### src/rtl/ahb2apb_pkg.sv
// ahb2apb_pkg: shared widths, APB sequencer state codes and AHB transfer codes
package ahb2apb_pkg;

    localparam int ADDR_W = 32;
    localparam int DATA_W = 32;
    localparam int SEL_W  = 3;

    localparam logic [2:0] IDLE     = 3'd0;
    localparam logic [2:0] WWAIT    = 3'd1;
    localparam logic [2:0] READ     = 3'd2;
    localparam logic [2:0] WRITE    = 3'd3;
    localparam logic [2:0] WRITEP   = 3'd4;
    localparam logic [2:0] RENABLE  = 3'd5;
    localparam logic [2:0] WENABLE  = 3'd6;
    localparam logic [2:0] WENABLEP = 3'd7;

    localparam logic [1:0] HTRANS_IDLE   = 2'b00;
    localparam logic [1:0] HTRANS_BUSY   = 2'b01;
    localparam logic [1:0] HTRANS_NONSEQ = 2'b10;
    localparam logic [1:0] HTRANS_SEQ    = 2'b11;

endpackage

### src/rtl/apb_fsm_controller.sv
// apb_fsm_controller: APB-side sequencer of the AHB2APB bridge, drives SETUP/ENABLE
// phases from pipelined AHB transfers and stalls AHB via Hreadyout.
import ahb2apb_pkg::*;

module apb_fsm_controller #(
    parameter int ADDR_W = ahb2apb_pkg::ADDR_W,
    parameter int DATA_W = ahb2apb_pkg::DATA_W,
    parameter int SEL_W  = ahb2apb_pkg::SEL_W
) (
    input  logic              Hclk,
    input  logic              Hresetn,
    input  logic              valid,
    input  logic [ADDR_W-1:0] Haddr,
    input  logic [ADDR_W-1:0] Haddr1,
    input  logic [ADDR_W-1:0] Haddr2,
    input  logic [DATA_W-1:0] Hwdata,
    input  logic [DATA_W-1:0] Hwdata1,
    input  logic              Hwrite,
    input  logic              Hwritereg,
    input  logic [SEL_W-1:0]  tempselx,
    output logic [SEL_W-1:0]  Pselx,
    output logic              Penable,
    output logic              Pwrite,
    output logic [ADDR_W-1:0] Paddr,
    output logic [DATA_W-1:0] Pwdata,
    output logic              Hreadyout
);

    logic [2:0] state, next_state;
    logic       from_pipe;

    always_ff @(posedge Hclk or negedge Hresetn) begin
        if (!Hresetn) state <= IDLE;
        else          state <= next_state;
    end

    always_comb begin
        next_state = IDLE;
        case (state)
            IDLE:             next_state = valid ? (Hwrite ? WWAIT : READ) : IDLE;
            WWAIT:            next_state = valid ? WRITEP : WRITE;
            READ:             next_state = RENABLE;
            WRITE:            next_state = valid ? WENABLEP : WENABLE;
            WRITEP:           next_state = WENABLEP;
            RENABLE, WENABLE: next_state = valid ? (Hwrite ? WWAIT : READ) : IDLE;
            WENABLEP:         next_state = !Hwritereg ? READ : (valid ? WRITEP : WRITE);
            default:          next_state = IDLE;
        endcase
    end

    // After a pipelined enable the pending write sits one stage deeper in the AHB pipe
    assign from_pipe = (state == WENABLEP);

    always_ff @(posedge Hclk or negedge Hresetn) begin
        if (!Hresetn) begin
            Pselx     <= '0;
            Penable   <= 1'b0;
            Pwrite    <= 1'b0;
            Paddr     <= '0;
            Pwdata    <= '0;
            Hreadyout <= 1'b1;
        end else begin
            case (next_state)
                READ: begin
                    Paddr     <= Haddr;
                    Pwrite    <= 1'b0;
                    Pselx     <= tempselx;
                    Penable   <= 1'b0;
                    Hreadyout <= 1'b0;
                end
                WRITE, WRITEP: begin
                    Paddr     <= from_pipe ? Haddr2 : Haddr1;
                    Pwdata    <= from_pipe ? Hwdata1 : Hwdata;
                    Pwrite    <= 1'b1;
                    Pselx     <= tempselx;
                    Penable   <= 1'b0;
                    Hreadyout <= (next_state == WRITE);
                end
                RENABLE, WENABLE, WENABLEP: begin
                    Penable   <= 1'b1;
                    Hreadyout <= 1'b1;
                end
                default: begin
                    Pselx     <= '0;
                    Penable   <= 1'b0;
                    Hreadyout <= 1'b1;
                end
            endcase
        end
    end

endmodule

### config.mk
export PLATFORM = sky130hd
export DESIGN_NAME = apb_fsm_controller
export DESIGN_NICKNAME = d
export VERILOG_FILES = /design/src/rtl/ahb2apb_pkg.sv /design/src/rtl/apb_fsm_controller.sv
export SDC_FILE = /design/constraint.sdc
export NUM_CORES = 1
export LEC_CHECK = 0
export ABC_AREA = 0
export CORE_MARGIN = 10
export CORE_UTILIZATION = 60
export DETAILED_ROUTE_END_ITERATION = 6
export DONT_BUFFER_PORTS = 1
export GPL_TIMING_DRIVEN = 1
export PLACE_DENSITY = 0.79
export SYNTH_ARGS = -nofsm -noshare
export SYNTH_HDL_FRONTEND = slang
export SYNTH_SLANG_ARGS = --single-unit
### constraint.sdc
create_clock -name Hclk -period 4 [get_ports Hclk]
set_input_delay 1 -clock Hclk [delete_from_list [all_inputs] [get_ports Hclk]]
set_output_delay 1 -clock Hclk [all_outputs]
set_load 0.01 [all_outputs]
==> reports/summary.md, run 1 <==
The total of flip-flops plus latches after synthesis is 73, and the initial standard-cell utilization of the core is 62.7%. OpenSTA, run right after detailed placement, puts the worst setup slack at 1360 ps. Cells with a size suffix above 1 make up 17.3% of the layout. The largest total area in the synthesized netlist belongs to dfrtp_1.

STA classifies the critical path endpoint as a flop. The maximum fanout along the worst path came out at 33. At the end of the flow the core is filled with cells to 64.8%. The number of buffers on the longest clock path came out at 2.

The max-slew violation count was 0; the instance count of the mapped netlist was 374. Setup-violating endpoint count in the final report: 0. Setup repair after global routing left no endpoint under its margin.

The tree built by TritonCTS fans out to 73 sinks. For the number of nets produced by synthesis, the log shows 542. The total overflow left after global routing is 0. The tools report the reg-to-reg endpoint as Paddr[10]. The antenna cell count is 0, and the via count of the first global-routing pass is 3,101.

STA classifies the critical path startpoint as a flop. Floorplan core area: 6460 um2. After synthesis, the mean cell area works out to 10.8 um2. During synthesis, Yosys emitted a total of 0 warnings. In this design, the stage delay of the slowest critical-path cell is 720 ps. The routability-driven placement congestion ratio is 0.757, and the total leakage power is 0.00165 uW. The floorplan step set the die width to 102 um. Pin placement for this block handled 238 I/O pins. Number of input and output port buffers inserted: 0. The library cell used most frequently in the layout, excluding fill and tap cells, is dfrtp_1. The relative area change from synthesis to final layout was 3.46%. Ranked by total cell area, the synthesized netlist is headed by dfrtp_1 (45%), mux2_2 (8.9%), mux2i_1 (7.9%). Cts-stage hold buffer count: 0. The design draws 3890 uW.

For the number of gates resized after cts, the log shows 0. The slowest library cell on the worst path was nand2_1. The number of antenna violations at the first check in global routing is 0, and the ratio of routed vias to standard cells is 6.60. For the finished layout, the period the worst path requires is 2650 ps. The die covers 10,400 um2. The setup path with the least slack is of type reg -> reg. The worst hold path class is in -> async.

The post-synthesis async set-or-reset flop share works out to 100%. The cell area that synthesis handed to floorplanning was 4050 um2. Half-perimeter wire length after detailed placement: 8.60 mm. The worst register-to-register path begins at state[1].

The residual antenna-violating net count after detailed routing was 0; the number of post-CTS setup repair buffers was 0. Data arrives at the worst endpoint at 2880 ps. The final setup TNS was 0 ps. The first-pass GRT wire length is 17.0 mm. Synthesis instantiated 33 different standard cells from the library. Dividing total power by cell area gives a power density of 929 nW/um2. After clock tree synthesis, the clock-pin slew on the worst setup and hold paths is 80 ps. The logs give 0 for the number of max-cap violations and 521 for the final layout net count. For the worst relative slew slack, the log shows 26.5%. The routed design has 11.2 mm of wire. The synthesized design contains 0 enable-type register cells. Hold timing on the final database bottoms out at a slack of 343 ps. The final critical path takes up 66.3% of the cycle.

Worst setup slack after layout: 1350 ps. The clock root buffer is clkbuf_8. The largest clock skew in the final design came out at 6.72 ps. IR analysis of the VDD net gives a maximum drop of 0.000586 V. Across all layers, the routed design uses 2,870 vias.

The top cell type by area accounts for 44.5% of the synthesized area. Dividing the detail-routed wire length by the instance count gives 25.8 um. For the pin with the worst max-slew slack, the measured transition is 1100 ps.

The pre-antenna-repair detailed-routing pass consisted of 4 iterations. In the layout the commonest cells are dfrtp_1 (71), nand2_1 (37). The floorplan die height was 102 um. TritonCTS created 9 clock buffers. The run finished with clean final reports. For this block, the initial DRC count from the detailed router was 79.

For the worst setup path, the data required time is 4230 ps. Depth of the worst register-to-register path: 5. For this run, the leading register cell type out of synthesis is dfrtp_1. The all-layer global routing usage is 20.9%, and the clock latency of the later-clocked register in the worst-skew pair is 340 ps.

The sequential fraction of the synthesis area was 45.2%; the slack of the worst reg-to-reg path was 1350 ps. The signal on the critical path passes through buf_4, nand2_1, o32ai_1, a2bb2oi_1, mux2_2. Number of hold-slack violations in the final timing report: 0. For the number of rows in the core area, the log shows 29. The H-tree generated during clock tree synthesis spans 3 levels.

TritonCTS built the clock tree. The maximum operating frequency is 377 MHz, and the post-route DRC violation count is 0. Entering global routing, the biggest net connects 74 pins.
worst max-delay path by stage:
stage | startpoint | end | slack, ps | depth (start not counted)
after floorplan | valid | Paddr[0] | 1950 | 5
after global placement | valid | Paddr[20] | 1420 | 4
after detailed placement | valid | Paddr[24] | 1360 | 4
after CTS | state[1] | Paddr[3] | 1360 | 5
after global routing | state[1] | Paddr[8] | 1080 | 5
final | state[1] | Paddr[10] | 1350 | 5
flip-flops by register name, indices dropped and copies added (netlist names):
name,cells
Pselx,3
Hreadyout,1
Penable,1
state,3
Pwdata,32
Paddr,32
Pwrite,1
synth_stat cells (all sizes together), types with 2 or more instances:
cell type	n
o21ai	35
o32ai	32
buf	24
a22o	5
mux2	32
mux2i	32
nand2	37
a21oi	6
clkbuf	13
nor2b	2
or2b	5
a22oi	2
nand2b	31
nor2	4
dfrtp	72
a2bb2oi	32
a21o	2
where the power goes:
part	leakage [uW]	internal, uW	switching [uW]
clock	0.000107	355	285
sequential	0.000874	1120	518
combinational	0.000664	771	835
total	0.00165	2250	1640
worst max-delay path: cells and delay by family (launching register included):
kind	cells	cell delay (ps)
and+or+nand+nor	1	720
DFF	1	670
muxes	1	300
buffers and inverters	1	380
AOI/OAI and AO/OA	2	450
kinds of logic after synthesis:
logic type	Yosys count	share of synthesized area, %
simple gates	81	10.5
compound gates	118	22.0
buf+inv	38	5.50
mux	64	16.8
flops	73	45.2
per-layer routing:
metal	track usage, %	vias to the layer above	part of all wire (%)
met4	7.81	0	1.8
met1	22.0	1348	34
met2	35.2	149	51
met3	10.7	16	13
li1	-	1357	-
met5	0	-	0
metrics by stage:
step | instance area, um2 | std cells
2_1_floorplan | 4050 | 374
3_3_place_gp | 3970 | 419
3_5_place_dp | 3970 | 419
4_1_cts | 4190 | 435
5_1_grt | 4190 | 435
6_report | 4190 | 435
cell type report:
cell class	count	area, um2
multi-input combinational	263	2000
timing repair buffer	5	37.5
inverter	1	3.75
tap	77	96.3
fill	532	2270
sequential	73	1830
clock buffer	10	128
clock inverter	6	90.1
(Power assumes the default switching activity.)
==> run 2: changes to the inputs <==
Settings changed: ABC_AREA 0 to 1, CORE_UTILIZATION 60 to 57, PLACE_DENSITY 0.79 to 0.78.
Clock period 4 ns to 2.4 ns, I/O delays scaled along.
==> reports/summary.md, run 2 <==
The relative area change from synthesis to final layout is 6.22% (was 3.46%). For the maximum operating frequency, the log shows 499 MHz (was 377 MHz). The residual antenna-violating net count after detailed routing came out at 0 (unchanged). The floorplan die height was 105 um (was 102 um). The launching element type of the critical path is a flop (unchanged).

The run gives 400 ps (was 1350 ps) as the slack of the worst reg-to-reg path. The category of the critical setup timing path was reg -> reg (unchanged). Highest-count cells in the layout ignoring fill and taps: nand2_1 (217), dfrtp_1 (72), nand3_1 (67), inv_1 (41) (was dfrtp_1 (71), nand2_1 (37)). The synthesized area divided by synthesized cell count is 7.96 um2 (was 10.8 um2). For the final layout net count, the log shows 674 (was 521). The slew of the pin with the lowest slew margin is 585 ps (was 1100 ps).

The ratio of routed vias to standard cells came out at 5.53 (was 6.60). Most common cell after layout, fill and taps aside: nand2_1 (was dfrtp_1). The kind of cell adding the most delay to the critical path is simple AND/OR/NAND/NOR gates (unchanged). The number of input and output port buffers inserted is 0 (unchanged).

The post-synthesis async set-or-reset flop share came out at 100% (unchanged). The antenna cell count was 0 (unchanged); the count of flip-flops with a built-in enable after synthesis was 0 (unchanged). The number of max-cap violations is 0 (unchanged). Cell breakdown of the critical path: nand2_1, inv_2, nand2_1, nand2_1, inv_1, nand3_2, nand2_1, clkinv_1, nand2_2, nand2_2, inv_2, nand2_1, nand2_1 (was buf_4, nand2_1, o32ai_1, a2bb2oi_1, mux2_2). The tools report the area occupied by multi-input gates as 1940 um2 (was 2000 um2). The clock root buffer is clkbuf_8 (unchanged).

For the area of all sequential standard cells, the log shows 1830 um2 (about the same). TritonCTS built the clock tree. The die footprint came out at 11,000 um2 (was 10,400 um2). For the violation count after the first detailed-routing iteration, the log shows 135 (was 79). The tools report the reg-to-reg endpoint as Pwdata[13] (was Paddr[10]). The combined area of all synthesized cells came out at 4090 um2 (was 4050 um2).

The core occupancy in the finished layout was 63.2% (was 64.8%); the sequential fraction of the synthesis area was 44.7% (was 45.2%). The clock sink count is 73 (unchanged). Worst hold path class: in -> async (unchanged). The run gives 18.6 mm (was 17.0 mm) as the first-pass GRT wire length.

Required time of the worst setup path: 2670 ps (was 4230 ps). For the routability-driven placement congestion ratio, the log shows 0.860 (was 0.757). The number of nets produced by synthesis was 681 (was 542); the depth of the worst register-to-register path was 13 (was 5). The startpoint of the worst-slack reg-to-reg timing path is state[0] (was state[1]). Synth top area cells: dfrtp_1 (44%), nand2_1 (20%), mux2_2 (8.8%) (was dfrtp_1 (45%), mux2_2 (8.9%), mux2i_1 (7.9%)). For the clock latency of the later-clocked register in the worst-skew pair, the log shows 330 ps (was 340 ps). The number of antenna violations at the first check in global routing came out at 0 (unchanged). The worst stage delay on the critical path was 420 ps (was 720 ps); the worst relative slew slack was 61.0% (was 26.5%). The largest clock skew in the final design was 10.1 ps (was 6.72 ps); the maximum fanout along the worst path was 33 (unchanged).

The largest voltage drop on the vdd net was 0.00110 V (was 0.000586 V); the met2 wire length was 5.75 mm (was 5.77 mm). The tools report the via count of the first global-routing pass as 3,453 (was 3,101). Cell types with the highest counts after synthesis: nand2_1 (219), dfrtp_1 (72), nand3_1 (67) (was dfrtp_1 (72), nand2_1 (37)). Number of rows in the core area: 30 (was 29).

The total vias in the final route was 3,354 (was 2,870); the number of buffers on the longest clock path was 2 (unchanged). The final setup TNS was 0 ps (unchanged); the fraction of final layout cells with drive strength greater than 1 was 12.9% (was 17.3%). The total of flip-flops plus latches after synthesis is 73 (unchanged). The width of the die works out to 105 um (was 102 um).

Met3 wirelength from detailed routing: 1.58 mm (was 1.49 mm). Leading register cell type out of synthesis: dfrtp_1 (unchanged). The post-route DRC violation count came out at 0 (unchanged).

By instance count, the cell type seen most on the critical path is nand2_1. The total leakage power is 0.00252 uW (was 0.00165 uW), and the leftover overflow at the end of global routing is 0 (unchanged). The flow ran to the end, and the final reports show no timing, DRC or antenna violations.

The most instantiated library cell after synthesis is nand2_1 (was dfrtp_1). The clock-pin slew on the worst setup and hold paths is 80 ps (about the same), and the instance count of the mapped netlist is 513 (was 374). The number of buffer and inverter stages on the critical path came out at 4 (was 1). The count of synthesis-stage warnings from yosys is 0 (unchanged).

The run gives 21 (was 33) as the count of cell types in the netlist. The uppermost metal layer occupied by signal nets is met4 (unchanged). The max-slew violation count was 0 (unchanged); the maximum number of pins on one net before global-route repair was 73 (was 74).

For the number of post-CTS setup repair buffers, the log shows 0 (unchanged). The power density of the placed cells is 1770 nW/um2 (was 929 nW/um2). The H-tree depth was 3 (unchanged); the I/O pin count was 238 (unchanged). The cell type with the highest aggregate area in the netlist is dfrtp_1 (unchanged). Setup repair after global routing left no endpoint under its margin.

The wire length after detailed routing was 11.9 mm (was 11.2 mm). The number of hold-slack violations in the final timing report was 0 (unchanged). The setup-violating endpoint count in the final report is 0 (unchanged), and the portion of synthesized cell area occupied by the leading cell type is 44.1% (was 44.5%).

The minimum period implied by the final worst setup slack is 2000 ps (was 2650 ps), and the routed metal-1 wirelength is 4.38 mm (was 3.77 mm). The routed wire length per instance was 19.7 um (was 25.8 um). Slowest library cell on the worst path: dfrtp_1 (was nand2_1). Largest registers: Paddr (32), Pwdata (32) (unchanged). The floorplan core area is 6870 um2 (was 6460 um2). The total of fill cells in the finished design was 615 (was 532); the half-perimeter wire length after detailed placement was 9.31 mm (was 8.60 mm). Category of the worst setup path capture point: a flop (unchanged). All-layer global routing usage: 20.7% (was 20.9%).

The logs give 59.5% (was 62.7%) for the initial standard-cell utilization of the core and 9 (unchanged) for the TritonCTS buffer count. The portion of the clock cycle consumed by the worst path in the final layout is 83.5% (was 66.3%). The data arrival time at the worst-slack endpoint came out at 2270 ps (was 2880 ps). The detailed-routing iteration count for the pre-antenna-repair pass was 4 (unchanged).
==> run 2: changes by cell type after synthesis, sizes merged, moves of 6 or more <==
cell	delta
o32ai	-32
a2bb2oi	-32
nand3	+68
nand2	+184
a21oi	-6
nand2b	-31
inv	+43
o21ai	-31
==> run 2: per-stage QoR <==
| stage | power, uW | hold WS (ps) | instances | setup WS, ps | cell area, um2 |
|---|---|---|---|---|---|
| final | 7680 | 109 | 607 | 397 | 4340 |
| after global routing | 8430 | 74.9 | 607 | 192 | 4340 |
| after CTS | 7770 | 89.6 | 607 | 384 | 4340 |
| after detailed placement | 6840 | 307 | 590 | 309 | 4130 |
| after global placement | 6650 | 307 | 590 | 375 | 4130 |
| after floorplan | 5980 | 304 | 513 | 572 | 4090 |
==> run 2: routing by layer <==
layer | up-vias | global-route usage (%)
met1 | 1517 | 22.0
met4 | 0 | 8.33
met3 | 18 | 10.6
met2 | 215 | 34.2
li1 | 1604 | -
met5 | - | 0
==> run 2: how the worst max path moves through the flow <==
stage,from,cells past startpoint,end,slack (ps)
2_1_floorplan,Hwritereg,12,Paddr[20],570
3_3_place_gp,Hwritereg,12,Pwdata[31],380
3_5_place_dp,Hwritereg,12,Pwdata[19],310
4_1_cts,state[0],13,Pwdata[19],380
5_1_grt,state[0],13,Pwdata[21],190
6_report,state[0],13,Pwdata[13],400
==> run 2: repair_timing <==
item | 4_1_cts | 5_1_grt
hold buffers | 1 | 0
gates resized for setup | 0 | 0
endpoints found under the hold margin | 72 | 0
==> run 2: power by group <==
part / leakage [uW] / internal [uW] / switching [uW]
clock network: 0.0000876 / 481 / 420
logic: 0.00154 / 1370 / 2670
registers: 0.000894 / 1940 / 795
==> run 2: logic make-up after synthesis <==
group	after synthesis	synth area share, %
AOI/OAI and AO/OA	4	0.490
DFF	73	44.7
buffers and inverters	74	8.06
muxes	64	16.7
and+or+nand+nor	298	30.0
==> run 2: area by class of cell <==
cell class | instances | area share, %
tap | 96 | 2.77
sequential | 73 | 42.1
inverter | 45 | 3.89
multi-input combinational | 366 | 44.7
clock inverter | 3 | 0.980
clock buffer | 13 | 3.20
timing repair buffer | 11 | 2.36
